==> config.mk <==
export PLATFORM = sky130hd
export DESIGN_NAME = if_stage_flat
export DESIGN_NICKNAME = d
export VERILOG_FILES = /design/src/rtl/if_stage_if.sv /design/src/rtl/if_stage.sv /design/src/flat_wrapper.sv
export SDC_FILE = /design/constraint.sdc
export NUM_CORES = 1
export LEC_CHECK = 0
export CAP_MARGIN = 20
export CELL_PAD_IN_SITES_DETAIL_PLACEMENT = 1
export CELL_PAD_IN_SITES_GLOBAL_PLACEMENT = 1
export CORE_MARGIN = 2
export CORE_UTILIZATION = 40
export CTS_BUF_LIST = sky130_fd_sc_hd__clkbuf_4 sky130_fd_sc_hd__clkbuf_8
export CTS_CLUSTER_SIZE = 8
export DETAILED_ROUTE_END_ITERATION = 6
export PLACE_DENSITY = 0.78
export SETUP_SLACK_MARGIN = 0.1
export SYNTH_ARGS = -nofsm -noshare
export SYNTH_HDL_FRONTEND = slang
export SYNTH_SLANG_ARGS = --single-unit
==> constraint.sdc <==
create_clock -name clk -period 15.6 [get_ports clk]
set_input_delay 4.68 -clock clk [delete_from_list [all_inputs] [get_ports clk]]
set_output_delay 4.68 -clock clk [all_outputs]
set_load 0.1 [all_outputs]
==> src/rtl/if_stage_if.sv <==
// Instruction-memory request/response bundle between the fetch stage and imem.
// The master side issues requests; the slave side grants and returns data.
interface if_stage_if #(
   parameter int unsigned XLEN     = 64,
   parameter int unsigned INST_LEN = 32
) ();
   logic                req;
   logic [XLEN-1:0]     addr;
   logic                gnt;
   logic                rvalid;
   logic [INST_LEN-1:0] rdata;

   modport master (output req, output addr, input gnt, input rvalid, input rdata);
   modport slave  (input req, input addr, output gnt, output rvalid, output rdata);
endinterface

==> src/rtl/if_stage.sv <==
// Instruction fetch stage: one outstanding imem request, registered decode entry
// backed by a one-entry skid buffer, redirects drop the in-flight response.
module if_stage #(
   parameter int unsigned      XLEN     = 64,
   parameter int unsigned      INST_LEN = 32,
   parameter logic [XLEN-1:0]  RESET_PC = XLEN'(64'h8000_0000)
) (
   input  logic                clk,
   input  logic                rst,
   input  logic                is_jump_i,
   input  logic [XLEN-1:0]     pc_next_i,
   input  logic                stall_i,
   if_stage_if.master          imem,
   output logic [XLEN-1:0]     pc_if_o,
   output logic [INST_LEN-1:0] instr_if_o,
   output logic                valid_if_o
);

   typedef enum logic [0:0] {ST_REQ = 1'b0, ST_WAIT = 1'b1} state_t;

   localparam logic [XLEN-1:0] ALIGN_MASK = ~(XLEN'(2'b11));
   localparam logic [XLEN-1:0] PC_STEP    = XLEN'(3'd4);

   state_t              state_r;
   logic [XLEN-1:0]     pc_r;
   logic [XLEN-1:0]     inflight_pc_r;
   logic                drop_r;
   logic [XLEN-1:0]     out_pc_r;
   logic [INST_LEN-1:0] out_instr_r;
   logic                out_valid_r;
   logic [XLEN-1:0]     skid_pc_r;
   logic [INST_LEN-1:0] skid_instr_r;
   logic                skid_valid_r;

   logic req_s;
   logic handshake_s;
   logic response_s;
   logic deliver_s;
   logic consume_s;

   // A full skid buffer blocks new requests, so it can never overflow.
   assign req_s       = (state_r == ST_REQ) && !skid_valid_r;
   assign handshake_s = req_s && imem.gnt;
   assign response_s  = (state_r == ST_WAIT) && imem.rvalid;
   assign deliver_s   = response_s && !drop_r;
   assign consume_s   = out_valid_r && !stall_i;

   assign imem.req   = req_s;
   assign imem.addr  = pc_r & ALIGN_MASK;
   assign pc_if_o    = out_pc_r;
   assign instr_if_o = out_instr_r;
   assign valid_if_o = out_valid_r;

   // Fetch FSM: fetch PC, in-flight PC and drop flag for redirected requests.
   always_ff @(posedge clk or posedge rst) begin
      if (rst) begin
         state_r       <= ST_REQ;
         pc_r          <= RESET_PC;
         inflight_pc_r <= {XLEN{1'b0}};
         drop_r        <= 1'b0;
      end else if (is_jump_i) begin
         pc_r <= pc_next_i & ALIGN_MASK;
         if (handshake_s || ((state_r == ST_WAIT) && !imem.rvalid)) begin
            drop_r  <= 1'b1;
            state_r <= ST_WAIT;
         end else begin
            drop_r  <= 1'b0;
            state_r <= ST_REQ;
         end
      end else begin
         case (state_r)
            ST_REQ: begin
               if (handshake_s) begin
                  inflight_pc_r <= pc_r;
                  pc_r          <= pc_r + PC_STEP;
                  state_r       <= ST_WAIT;
               end
            end
            ST_WAIT: begin
               if (imem.rvalid) begin
                  drop_r  <= 1'b0;
                  state_r <= ST_REQ;
               end
            end
            default: begin
               drop_r  <= 1'b0;
               state_r <= ST_REQ;
            end
         endcase
      end
   end

   // Decode-facing entry and skid buffer: refill order is skid, then response.
   always_ff @(posedge clk or posedge rst) begin
      if (rst) begin
         out_pc_r     <= {XLEN{1'b0}};
         out_instr_r  <= {INST_LEN{1'b0}};
         out_valid_r  <= 1'b0;
         skid_pc_r    <= {XLEN{1'b0}};
         skid_instr_r <= {INST_LEN{1'b0}};
         skid_valid_r <= 1'b0;
      end else if (is_jump_i) begin
         out_valid_r  <= 1'b0;
         skid_valid_r <= 1'b0;
      end else if (consume_s) begin
         if (skid_valid_r) begin
            out_pc_r     <= skid_pc_r;
            out_instr_r  <= skid_instr_r;
            out_valid_r  <= 1'b1;
            skid_valid_r <= 1'b0;
         end else if (deliver_s) begin
            out_pc_r    <= inflight_pc_r;
            out_instr_r <= imem.rdata;
            out_valid_r <= 1'b1;
         end else begin
            out_valid_r <= 1'b0;
         end
      end else if (deliver_s) begin
         if (!out_valid_r) begin
            out_pc_r    <= inflight_pc_r;
            out_instr_r <= imem.rdata;
            out_valid_r <= 1'b1;
         end else begin
            skid_pc_r    <= inflight_pc_r;
            skid_instr_r <= imem.rdata;
            skid_valid_r <= 1'b1;
         end
      end
   end

endmodule

==> src/flat_wrapper.sv <==
// flat-port wrapper written by rule: the top's interface ports become plain ports
module if_stage_flat 
#(
   parameter int unsigned      XLEN     = 64,
   parameter int unsigned      INST_LEN = 32,
   parameter logic [XLEN-1:0]  RESET_PC = XLEN'(64'h8000_0000)
)
  (clk, rst, is_jump_i, pc_next_i, stall_i, pc_if_o, instr_if_o, valid_if_o, imem_req, imem_addr, imem_gnt, imem_rvalid, imem_rdata);
  if_stage_if #(.XLEN(XLEN), .INST_LEN(INST_LEN)) imem_i ();
  input  logic clk;
  input  logic rst;
  input  logic is_jump_i;
  input  logic [XLEN-1:0] pc_next_i;
  input  logic stall_i;
  output logic [XLEN-1:0] pc_if_o;
  output logic [INST_LEN-1:0] instr_if_o;
  output logic valid_if_o;
  output wire logic [$bits(imem_i.req)-1:0] imem_req;
  output wire logic [$bits(imem_i.addr)-1:0] imem_addr;
  input wire logic [$bits(imem_i.gnt)-1:0] imem_gnt;
  input wire logic [$bits(imem_i.rvalid)-1:0] imem_rvalid;
  input wire logic [$bits(imem_i.rdata)-1:0] imem_rdata;
  assign imem_req = imem_i.req;
  assign imem_addr = imem_i.addr;
  assign imem_i.gnt = imem_gnt;
  assign imem_i.rvalid = imem_rvalid;
  assign imem_i.rdata = imem_rdata;
  if_stage #(.XLEN(XLEN), .INST_LEN(INST_LEN), .RESET_PC(RESET_PC)) u_core (.clk(clk), .rst(rst), .is_jump_i(is_jump_i), .pc_next_i(pc_next_i), .stall_i(stall_i), .imem(imem_i), .pc_if_o(pc_if_o), .instr_if_o(instr_if_o), .valid_if_o(valid_if_o));
endmodule
### Word-level counts from Yosys, hierarchy flattened

Index checks and enable logic that the tools add are counted.

| storage, ports and cells | value |
|---|---|
| register bits | 324 |
| latch bits | 0 |
| bits in writable memories | 0 |
| memory bits (read-only) | 0 |
| input port bits | 102 |
| output and inout bits | 162 |
| word-level logic and storage cells | 70 |
| memories | 0 |

| operators by class | value |
|---|---|
| add/sub/neg operators | 1 |
| multiply operators | 0 |
| div/mod/pow operators | 0 |
| magnitude comparators | 0 |
| equality and inequality tests | 2 |
| shifts and indexed selects | 0 |
| mux-type cells | 30 |
| bitwise logic cells | 3 |
| reductions and logical operators | 24 |

Operators with widths:

| cell | count |
|---|---|
| 64-bit two-way mux | 8 |
| 32-bit two-way mux | 5 |
| 64-bit by 3-bit adder with 64-bit output, second input constant | 1 |
| 1-bit two-way mux | 16 |
| 2-bit nonzero test | 5 |
| 4-bit AND reduction | 2 |
| 1-bit logical AND | 6 |
| 2-bit AND reduction | 3 |
| 3-bit nonzero test | 2 |
| 1-bit logical NOT | 4 |
| 2-bit != test, second input constant | 2 |
| 1-bit NOT | 3 |
| 3-bit AND reduction | 1 |
| 1-bit one-hot mux with 2 select lines | 1 |
| 1-bit logical OR | 1 |

### Longest topological paths before layout

| logic depth | value |
|---|---|
| word-level depth | 6 |
| gate-level depth with buffers | 8 |
| gate-level depth less buffers | 6 |

### Least setup slack after synthesis

Ideal clock, no wire load.

| timing path | value |
|---|---|
| path kind | flip-flop to output port |
| from | register u_core.skid_valid_r |
| to | output imem_req |
| data arrival time | 1.718 ns |
| data required time | 10.920 ns |
| setup slack | 9.202 ns |
| stages on the path, launching flop included | 2 |
| path buffers | 0 |
| cells stage by stage | dfrtp_1 -> nor2_1 |

| between the ends | value |
|---|---|
| word-level cells in the longest chain between the ends | 2 |

Ends and longest elaborated chain:

| element | RTL line | text |
|---|---|---|
| start, declared | if_stage.sv:33 | `logic skid_valid_r;` |
| start signal, assigned | if_stage.sv:101 | `skid_valid_r <= 1'b0;` |
| start signal, assigned | if_stage.sv:104 | `skid_valid_r <= 1'b0;` |
| start signal, assigned | if_stage.sv:110 | `skid_valid_r <= 1'b0;` |
| 1-bit logical NOT | if_stage.sv:42 | `assign req_s = (state_r == ST_REQ) && !skid_valid_r;` |
| 1-bit logical AND | if_stage.sv:42 |  |
| end, declared | flat_wrapper.sv:18 | `output wire logic [$bits(imem_i.req)-1:0] imem_req;` |

No other way between the ends.

### Final worst setup path

| timing path | value |
|---|---|
| from | register u_core.pc_r[30] |
| to | output imem_addr[30] |

RTL lines:

| element | RTL line | text |
|---|---|---|
| start, declared | if_stage.sv:25 | `logic [XLEN-1:0] pc_r;` |
| start signal, assigned | if_stage.sv:62 | `pc_r <= pc_next_i & ALIGN_MASK;` |
| start signal, assigned | if_stage.sv:75 | `pc_r <= pc_r + PC_STEP;` |
| end, declared | flat_wrapper.sv:19 | `output wire logic [$bits(imem_i.addr)-1:0] imem_addr;` |

No word-level cell between the ends.

==> impl_metrics.py <==
metrics = {
    "yosys": {
        "ys_seq_area_frac": 0.569,
        "synthMuxAreaShare": 0.196,
        "syn-mean-instance-area_um2": 11.6,
        "synth_top_family_by_area": "multiplexers",
        "netlist_area_um2": 13900,
        "synth_fa_ha_area_frac": 0.000900,
        "synthSimpleGateAreaFrac": 0.115,
        "synthCells": 1200,
        "synth_xor_area_frac": 0.0214,
        "synth_compound_area_frac": 0.0715,
        "synthDistinctLibCells": 42,
        "synth_seq_cells": 316,
        "ys_warn_count": 0,
    },
    "cells_and_area": {
        "nNetsFinal": 1561,
        "stdcell_count": 1959,
        "final_design_area_no_fill_um2": 18200,
        "finish.utilization": 0.528,
        "syn2layout_area_growth_pct": 30.6,
        "drive_above_1_share": 0.194,
    },
    "critical_path": {
        "path_max_fanout": 9,
        "reg2reg_from": "u_core.pc_r[21]$_DFFE_PP0P_",
        "crit_family": "buffers and inverters",
        "end_kind": "output port",
        "startpoint_type": "flop",
        "worstPathRequired_ns": 10.92,
        "critical_path_buf_inv_count": 1,
        "r2r_cells": 5,
        "crit_slowest_cell": "clkdlybuf4s50_1",
        "reg2reg_slack_ns": 12.65,
        "criticalPathCategory": "flop to output port",
        "path_cells": "clkdlybuf4s50_1",
        "cp.arrival_ns": 2.48,
        "slowest_delay_ns": 1.28,
        "r2r_end": "u_core.pc_r[58]$_DFFE_PP0P_",
    },
    "pwr": {
        "switching_share": 0.472,
        "p_seq_frac": 0.335,
        "power_frac_comb": 0.438,
        "p_switching_mw": 1.68,
        "vdd_drop_max_uv": 134,
        "power_leakage_nw": 8.47,
        "p_int_mw": 1.87,
        "clockPowerShare": 0.227,
        "power_density_nw_per_um2": 195,
    },
    "sta": {
        "fin_setup_tns_ns": 0,
        "post-route-min-period_ns": 7.16,
        "skew_ns": 0.0347,
        "maxSlewHeadroom": 0.275,
        "hold_violations": 0,
        "maxSlewViolCount": 0,
        "period_share": 0.459,
        "grt_setup_unrepaired": "no",
        "worst_hold_slack_ns": 0.480,
        "max_freq_ghz": 0.140,
        "tightest_slew_ns": 1.09,
        "setup_viol": 0,
    },
    "flow_run": {
        "maxCapViolCount": 0,
    },
    "global_route": {
        "first_global_vias": 11300,
        "grtUsageTotal": 0.217,
        "grt_antenna_before_repair": 4,
        "grt_overflow": 0,
        "grt_pass1_wl_mm": 62.1,
        "grt_max_degree": 121,
    },
    "clocking": {
        "clk_pin_slew_ns": 0.06,
        "worstSkewPairLatency_ns": 0.60,
        "cts_setup_buffers": 0,
        "cts_sinks": 316,
        "cts-htree-levels": 2,
        "cts-hold-fix-buffers": 0,
        "cts_tree": "done",
        "clockRootBuffer": "clkbuf_8",
        "cts_buffer_depth": 3,
        "cts_made_buffers": 54,
        "post_cts_resized": 0,
    },
    "floorplanning": {
        "die_x_um": 190,
        "dieArea_um2": 36300,
        "start_util": 0.405,
        "core_area_um2": 34400,
        "ios": 264,
        "die_h_um": 190,
        "rows": 68,
    },
    "detailed_routing": {
        "dr.pass1.iters": 4,
        "ant_nets": 0,
        "avgRoutedWirePerCell_um": 20.0,
        "vias": 10400,
        "drt_iter0_drc": 366,
        "wl_mm": 39.2,
        "drc": 0,
        "vias_per_cell": 5.33,
    },
    "worst_hold_path": {
        "whs_endpoint": "u_core.instr_if_o[17]$_DFFE_PP0P_",
        "holdPathStages": 2,
        "hold_class": "flop to flop",
        "hold_start": "u_core.instr_if_o[17]$_DFFE_PP0P_",
    },
    "placement": {
        "place_inst": 1854,
        "dp_hpwl_mm": 25.7,
        "place_area_um2": 16900,
        "port_buffers": 257,
        "place_congestion": 0.807,
    },
    "status": {
        "outcome": "finished clean",
    },
}
## power by group through the flow
stage / Combinational (mW) / Clock [mW] / Sequential [mW]
finish: 1.55 / 0.804 / 1.19
global route: 1.62 / 0.864 / 1.22
global placement: 1.54 / 0 / 1.19
CTS: 1.56 / 0.830 / 1.19
floorplan: 0.250 / 0 / 2.10
detailed placement: 1.56 / 0 / 1.21
## metal layers
layer / vias to the layer above / GRT usage / part of all wire / wire [um]
met5: - / 0 / 0.00033 / 13
met4: 2 / 0.0754 / 0.027 / 1070
met3: 77 / 0.0510 / 0.058 / 2280
met2: 255 / 0.361 / 0.49 / 19100
met1: 5313 / 0.277 / 0.43 / 16800
li1: 4800 / - / - / -
## sequential cells by signal, summed over array words and instances, names as in the netlist
register	flops
u_core.drop_r	1
u_core.pc_r	62
u_core.valid_if_o	1
u_core.skid_pc_r	62
u_core.instr_if_o	32
u_core.skid_instr_r	32
u_core.skid_valid_r	1
u_core.pc_if_o	62
u_core.inflight_pc_r	62
u_core.state_r	1
## cell families after synthesis
family | after synthesis
other | 1
multiplexers | 253
AO/OA/AOI/OAI | 183
XOR/XNOR | 34
buffers and inverters | 84
AND/OR/NAND/NOR | 328
flip-flops | 316
adder cells (fa/ha/maj) | 1
## Yosys cell counts (all sizes together)
| cell type | number | area (um2) |
|---|---|---|
| o31ai | 9 | 67.6 |
| nand4bb | 2 | 22.5 |
| mux2 | 156 | 1760 |
| or2 | 3 | 18.8 |
| buf | 27 | 141 |
| and4 | 4 | 35.0 |
| or4 | 17 | 128 |
| dfstp | 1 | 26.3 |
| ha | 1 | 12.5 |
| conb | 1 | 3.75 |
| nand2 | 163 | 619 |
| clkbuf | 48 | 180 |
| a31oi | 19 | 119 |
| nor4 | 8 | 71.3 |
| inv | 9 | 33.8 |
| xor2 | 29 | 254 |
| nand3 | 35 | 180 |
| and2 | 4 | 25.0 |
| and3 | 7 | 43.8 |
| nor2b | 6 | 37.5 |
| nor3 | 9 | 55.1 |
| xnor2 | 5 | 43.8 |
| or3 | 6 | 37.5 |
| o211ai | 6 | 45.0 |
| nand4 | 33 | 213 |
| nor2 | 31 | 119 |
| mux2i | 97 | 971 |
| o21ai | 140 | 701 |
| a21oi | 4 | 20.0 |
| dfrtp | 315 | 7880 |
| a221o | 2 | 20.0 |
| a22oi | 3 | 22.5 |
## stage by stage
step                worst slack, ns  total power, mW
CTS                            8.41             3.59
global route                   8.28             3.70
floorplan                      2.18             2.35
detailed placement             7.78             2.77
finish                         8.44             3.55
global placement               7.92             2.73
## how the worst max path moves through the flow
stage	endpoint	cells past startpoint	slack, ns	from
finish	imem_addr[30]	1	8.44	u_core.pc_r[30]$_DFFE_PP0P_
global route	u_core.instr_if_o[27]$_DFFE_PP0P_	6	8.28	is_jump_i
CTS	imem_addr[30]	1	8.41	u_core.pc_r[30]$_DFFE_PP0P_
detailed placement	u_core.instr_if_o[27]$_DFFE_PP0P_	5	7.78	is_jump_i
global placement	u_core.pc_if_o[7]$_DFFE_PP0P_	5	7.92	is_jump_i
floorplan	u_core.drop_r$_DFFE_PP0P_	1	2.18	rst
## final cells by class
cell class / instances / area (um2)
Fill cell: 3647 / 16200
Multi-Input combinational cell: 803 / 5690
Sequential cell: 316 / 7910
Tap cell: 455 / 569
Inverter: 9 / 41.3
Timing Repair Buffer: 274 / 2760
Antenna cell: 3 / 7.51
Clock inverter: 7 / 78.8
Clock buffer: 92 / 1100
## layout by cell type (no fill, tap or decap), drive strengths merged, types with 9 or more instances in the layout
| master | n |
|---|---|
| mux2 | 156 |
| nand2 | 163 |
| nand3 | 35 |
| nor2 | 31 |
| clkdlybuf4s50 | 256 |
| xor2 | 29 |
| or4 | 17 |
| nor3 | 9 |
| inv | 12 |
| a31oi | 19 |
| o31ai | 9 |
| buf | 18 |
| clkbuf | 92 |
| o21ai | 140 |
| dfrtp | 315 |
| mux2i | 97 |
| nand4 | 33 |
Power figures use the tool's default switching activity.
